File: config.mk
export PLATFORM = sky130hd
export DESIGN_NAME = mem_ctrl
export DESIGN_NICKNAME = d
export VERILOG_FILES = /design/src/rtl/mem_ctrl.sv
export SDC_FILE = /design/constraint.sdc
export NUM_CORES = 1
export LEC_CHECK = 0
export CAP_MARGIN = 30
export CORE_UTILIZATION = 45
export DETAILED_ROUTE_END_ITERATION = 10
export GPL_ROUTABILITY_DRIVEN = 0
export GPL_TIMING_DRIVEN = 0
export PLACE_DENSITY_LB_ADDON = 0.08
export RECOVER_POWER = 50
export SKIP_LAST_GASP = 1
export SLEW_MARGIN = 0
export SYNTH_ARGS = -nofsm -noshare
export SYNTH_HDL_FRONTEND = slang
export SYNTH_SLANG_ARGS = --single-unit
File: constraint.sdc
create_clock -name clk_in -period 4.55 [get_ports clk_in]
set_input_delay 0.455 -clock clk_in [delete_from_list [all_inputs] [get_ports clk_in]]
set_output_delay 0.455 -clock clk_in [all_outputs]
set_load 0.1 [all_outputs]
File: src/rtl/mem_ctrl.sv
`default_nettype none
// +-------------------------------------------------------------------+
// | mem_ctrl: arbitrates fetch and load/store onto one 8-bit RAM/IO    |
// | bus, serialising little-endian 1/2/4-byte accesses.                |
// | Revision: 1.0                                                      |
// +-------------------------------------------------------------------+
module mem_ctrl (
  input  logic        clk_in,
  input  logic        rst_in,
  input  logic        rdy_in,
  input  logic        clr_in,
  input  logic [7:0]  mem_din,
  output logic [7:0]  mem_dout,
  output logic [31:0] mem_a,
  output logic        mem_wr,
  input  logic        io_buffer_full,
  input  logic        if_req_in,
  input  logic [31:0] if_addr_in,
  output logic        if_done_out,
  output logic [31:0] if_data_out,
  input  logic        ls_req_in,
  input  logic        ls_wr_in,
  input  logic [1:0]  ls_size_in,
  input  logic [31:0] ls_addr_in,
  input  logic [31:0] ls_wdata_in,
  output logic        ls_done_out,
  output logic [31:0] ls_rdata_out
);

  typedef enum logic [1:0] {
    IDLE  = 2'd0,
    FETCH = 2'd1,
    LOAD  = 2'd2,
    STORE = 2'd3
  } state_e;

  state_e      state_q;
  logic [31:0] base_q;
  logic [31:0] wdata_q;
  logic [31:0] buf_q;
  logic [2:0]  len_q;
  logic [2:0]  cnt_q;
  logic        gap_q;

  logic        w_idle;
  logic        w_accept;
  logic        w_store_go;
  logic        w_io;
  logic        w_stall;
  logic        w_last;
  logic [2:0]  w_ls_len;
  logic [2:0]  w_len;
  logic [2:0]  w_cnt;
  logic [2:0]  w_rd_k;
  logic [1:0]  w_rd_idx;
  logic [31:0] w_base;
  logic [31:0] w_wdata;
  logic [31:0] w_addr;
  logic [31:0] w_rd_word;
  logic [7:0]  w_byte;

  // Store issue is shared between the accepting edge (IDLE) and STORE.
  always_comb begin
    case (ls_size_in)
      2'd0:    w_ls_len = 3'd1;
      2'd1:    w_ls_len = 3'd2;
      default: w_ls_len = 3'd4;
    endcase
    w_idle     = (state_q == IDLE);
    w_accept   = w_idle && !clr_in && !if_done_out && !ls_done_out &&
                 (ls_req_in || if_req_in);
    w_store_go = (w_accept && ls_req_in && ls_wr_in) || (state_q == STORE && !gap_q);
    w_len      = w_idle ? w_ls_len : len_q;
    w_cnt      = w_idle ? 3'd0 : cnt_q;
    w_base     = w_idle ? ls_addr_in : base_q;
    w_wdata    = w_idle ? ls_wdata_in : wdata_q;
    w_addr     = w_base + {29'd0, w_cnt};
    w_byte     = w_wdata[{w_cnt[1:0], 3'b000} +: 8];
    w_io       = (w_addr[17:16] == 2'b11);
    w_stall    = w_io && io_buffer_full;
    w_last     = ((w_cnt + 3'd1) == w_len);
    w_rd_k     = cnt_q + 3'd1;
    w_rd_idx   = 2'(w_rd_k - 3'd2);
    w_rd_word  = buf_q;
    w_rd_word[{w_rd_idx, 3'b000} +: 8] = mem_din;
  end

  always_ff @(posedge clk_in) begin
    if (rst_in) begin
      state_q      <= IDLE;
      base_q       <= 32'd0;
      wdata_q      <= 32'd0;
      buf_q        <= 32'd0;
      len_q        <= 3'd0;
      cnt_q        <= 3'd0;
      gap_q        <= 1'b0;
      mem_a        <= 32'd0;
      mem_dout     <= 8'd0;
      mem_wr       <= 1'b0;
      if_done_out  <= 1'b0;
      if_data_out  <= 32'd0;
      ls_done_out  <= 1'b0;
      ls_rdata_out <= 32'd0;
    end else if (rdy_in) begin
      if_done_out <= 1'b0;
      ls_done_out <= 1'b0;
      case (state_q)
        IDLE: begin
          mem_a    <= 32'd0;
          mem_dout <= 8'd0;
          mem_wr   <= 1'b0;
          cnt_q    <= 3'd0;
          gap_q    <= 1'b0;
          buf_q    <= 32'd0;
          if (w_accept) begin
            if (ls_req_in) begin
              base_q  <= ls_addr_in;
              wdata_q <= ls_wdata_in;
              len_q   <= w_ls_len;
              mem_a   <= ls_addr_in;
              state_q <= ls_wr_in ? STORE : LOAD;
            end else begin
              base_q  <= if_addr_in;
              len_q   <= 3'd4;
              mem_a   <= if_addr_in;
              state_q <= FETCH;
            end
          end
        end
        FETCH, LOAD: begin
          if (clr_in) begin
            state_q <= IDLE;
            mem_a   <= 32'd0;
            mem_wr  <= 1'b0;
          end else begin
            cnt_q <= w_rd_k;
            if (w_rd_k < len_q) begin
              mem_a <= base_q + {29'd0, w_rd_k};
            end
            // mem_din lags the address by two edges
            if (w_rd_k >= 3'd2) begin
              buf_q <= w_rd_word;
            end
            if (w_rd_k == (len_q + 3'd1)) begin
              state_q <= IDLE;
              mem_a   <= 32'd0;
              if (state_q == FETCH) begin
                if_data_out <= w_rd_word;
                if_done_out <= 1'b1;
              end else begin
                ls_rdata_out <= w_rd_word;
                ls_done_out  <= 1'b1;
              end
            end
          end
        end
        STORE: begin
          if (gap_q) begin
            mem_wr <= 1'b0;
            gap_q  <= 1'b0;
          end
        end
        default: state_q <= IDLE;
      endcase

      if (w_store_go) begin
        mem_a    <= w_addr;
        mem_dout <= w_byte;
        mem_wr   <= !w_stall;
        if (!w_stall) begin
          cnt_q <= w_cnt + 3'd1;
          gap_q <= w_io;
          if (w_last) begin
            ls_done_out <= 1'b1;
            state_q     <= IDLE;
          end
        end
      end
    end
  end

endmodule
`default_nettype wire

==> flow_summary.json, run 1 <==
{
  "status": "finished, final reports clean",
  "synth_edf_count": 0,
  "cts_buffers": 25,
  "clk_path_buf_depth": 3,
  "io_pins": 221,
  "worst_hold_startpoint": "wdata_q[9]",
  "drtIter0Drc": 942,
  "die_w_um": 161.2,
  "ant_nets": 0,
  "finalSetupViolCount": 0,
  "syn_area_per_cell_um2": 8.268,
  "wl_mm": 39.37,
  "die_h_um": 161.2,
  "p_switching_mw": 1.687,
  "crit_path_max_fanout": 28,
  "ys.flop_type": "dfxtp_1",
  "synth_warnings": 0,
  "min_path_cells": 2,
  "grt_overflow": 0,
  "vdd_drop_max_mv": 0.2516,
  "p_comb_share_pct": 23.2,
  "clkTransAtPathRegs_ns": 0.06,
  "syn_inst": 1380,
  "clockRootBuffer": "clkbuf_16",
  "min_period_ns": 4.361,
  "grt_max_degree": 29,
  "criticalPathCategory": "flip-flop to flip-flop",
  "postCtsSetupRepairBufs": 0,
  "setup_slack_ns": 0.1893,
  "cp_slowest_cell": "nor4b_2",
  "fin_cells": 1968,
  "power_density_nw_per_um2": 349.7,
  "cts.sinks": 212,
  "dp_slack_ns": -0.5998,
  "drc_errors": 0,
  "tightest_slew_ns": 1.123,
  "grt_pass1_vias": 11040,
  "ys_types": 75,
  "drv_slew": 0,
  "netlist_area_um2": 11410,
  "max_stage_delay_ns": 0.44,
  "required_ns": 4.98,
  "postCtsHoldBufs": 0,
  "finalInstanceArea_um2": 14830,
  "crit_chain": "inv_1, ha_2, buf_6, buf_8, buf_6, mux2_2, ha_1, fa_1, a21oi_1, a211oi_4, and2_1, nor4b_2, o31ai_4, and2_1, o32ai_2",
  "grt_pass1_wl_mm": 61.18,
  "grt.total_usage_pct": 29.99,
  "numPortBuffers": 218,
  "rows": 57,
  "insertion_delay_ns": 0.53,
  "layout_common_cells": "dfxtp_1 (212), nor2_1 (189), a21oi_1 (159)",
  "vias_per_cell": 5.801,
  "fin_nets": 1763,
  "worstPathArrival_ns": 4.79,
  "cp_top_family": "adder cells",
  "critPathLaunch": "state_q[1]",
  "drive_gt1_share_pct": 6.995,
  "slew_headroom_pct": 24.58,
  "initial_utilization_pct": 46.37,
  "die_area_um2": 26000,
  "worstSetupEndpointType": "flip-flop",
  "total_leakage_power_nw": 5.508,
  "maxCapViolations": 0,
  "min_period_over_period_pct": 95.84,
  "async_flop_share_pct": 0,
  "timing.fmax_ghz": 0.2293,
  "reg2reg_from": "state_q[1]",
  "min_path_type": "flip-flop to flip-flop",
  "n_fill_cell": 2259,
  "p_clk_share_pct": 38.3,
  "seqPwrFrac_pct": 38.5,
  "internal-power_mw": 3.500,
  "cp.depth": 15,
  "rsz0062_at_grt": "false",
  "syn-num-nets": 1517,
  "synth-seq-cells": 212,
  "utilization_pct": 60.28,
  "detail_route.wl_per_cell_um": 20.00,
  "cts_tree": "done",
  "start_kind": "flip-flop",
  "final_common_cell": "dfxtp_1",
  "drtPass1Iterations": 5,
  "htreeDepth": 1,
  "dp.cells": 1924,
  "antenna_found_initial": 0,
  "areaGrowthSynthToFinish_pct": 29.99,
  "sw_frac_of_total_pct": 32.53,
  "vias": 11416,
  "dp_hpwl_mm": 28.98,
  "cp_num_buf_inv": 4,
  "num_antenna_cells": 0,
  "skew_ns": 0.01884,
  "coreArea_um2": 24600,
  "setup_tns_ns": 0,
  "placed_area_um2": 14010,
  "yosysSeqAreaShare_pct": 37.20,
  "hold_viol": 0,
  "reg2reg_depth": 15
}
[flip-flops by register name, summed over array words and instances (netlist names)]
name          count
base_q           32
buf_q            32
if_data_out      32
ls_rdata_out     32
mem_a            32
wdata_q          32
mem_dout          8
cnt_q             3
len_q             3
state_q           2
gap_q             1
if_done_out       1
ls_done_out       1
mem_wr            1
[worst register-to-register path: cells and delay by family (launching register included)]
| family | cells | cell delay, ns |
|---|---|---|
| DFF | 1 | 0.33 |
| buffers and inverters | 4 | 0.82 |
| muxes | 1 | 0.38 |
| adders and majority gates | 3 | 0.96 |
| AOI/OAI and AO/OA | 4 | 0.88 |
| and+or+nand+nor | 3 | 0.90 |
[layer usage]
| layer | global-route usage (%) | vias up | routed length (um) |
|---|---|---|---|
| li1 | - | 5456 | - |
| met1 | 38.43 | 5325 | 16400 |
| met2 | 50.16 | 521 | 18540 |
| met3 | 4.751 | 114 | 2958 |
| met4 | 12.31 | 0 | 1474 |
| met5 | 0 | - | 0 |
[path summary, 6_finish.rpt]
kind                              endpoint  slack (ns)
worst max register to register  state_q[1]        0.19
worst min-delay path            wdata_q[9]        0.45
worst min register to register  wdata_q[9]        0.45
worst max-delay path            state_q[1]        0.19
[synthesized netlist by cell type, drive strengths merged, types with 4 or more instances]
cell / instances / area [um^2]
nand2b: 5 / 31.28
nor2: 189 / 709.4
nor3: 21 / 110.1
o221ai: 5 / 43.79
mux2i: 56 / 564.3
nor4: 28 / 187.7
buf: 27 / 153.9
nor4b: 10 / 112.6
xnor2: 38 / 332.8
a211oi: 107 / 828.3
o22ai: 21 / 143.9
ha: 21 / 262.8
nor2b: 52 / 325.3
nand3: 29 / 165.2
or3: 4 / 30.03
a22oi: 4 / 30.03
nand4: 12 / 90.09
nand2: 125 / 469.2
mux2: 14 / 157.7
and3: 7 / 43.79
xor2: 27 / 236.5
mux4: 8 / 180.2
a21oi: 159 / 795.8
a31oi: 4 / 25.02
dfxtp: 212 / 4244
o21ai: 46 / 234.0
clkbuf: 77 / 289.0
and2: 6 / 37.54
inv: 10 / 37.54
a221oi: 10 / 105.1
nand3b: 7 / 52.55
[cell type report]
type | instances | area [um^2] | share of cell area (%)
Tap cell | 324 | 405.4 | 2.733
Inverter | 12 | 45.04 | 0.3037
Multi-Input combinational cell | 1052 | 6674 | 45.00
Clock buffer | 37 | 750.7 | 5.062
Sequential cell | 212 | 4244 | 28.61
Timing Repair Buffer | 221 | 2210 | 14.90
Clock inverter | 8 | 68.82 | 0.4640
Buffer | 102 | 434.2 | 2.927
[logic make-up (layout without fill, tap and decap cells)]
logic type	after synthesis	after routing	synth area share, %
flops	212	212	37.20
xor+xnor	65	65	4.990
fa+ha+maj	23	23	2.654
buf+inv	116	380	4.277
compound gates	380	380	21.45
mux	78	78	7.907
simple gates	506	506	21.53
[what timing repair did]
item / in CTS / in global routing
endpoints found under the setup margin: 31 / 2
gates resized for setup: 0 / 1
pin swaps: 0 / 0
endpoints found under the hold margin: 0 / 0
[per-stage QoR]
| stage | total power, mW | hold slack [ns] |
|---|---|---|
| global placement | 3.233 | 0.4401 |
| global route | 5.373 | 0.4738 |
| CTS | 5.228 | 0.4539 |
| floorplan | 2.832 | 0.4331 |
| detailed placement | 3.241 | 0.4459 |
| finish | 5.187 | 0.4536 |
[power by group through the flow]
stage                     combinational [mW]  sequential [mW]  clock [mW]
final                                   1.20             2.00        1.99
after global routing                    1.27             2.01        2.10
after CTS                               1.21             2.00        2.02
after detailed placement                1.21             2.04           0
after global placement                  1.20             2.04           0
after floorplan                        0.501             2.33           0
Note: power is estimated with default switching activity, not from simulation.
==> inputs of run 2 (changes only) <==
SKIP_LAST_GASP = unset   (was 1)
==> results of run 2 <==
Final layout, timing and power as in run 1 (identical DEF).
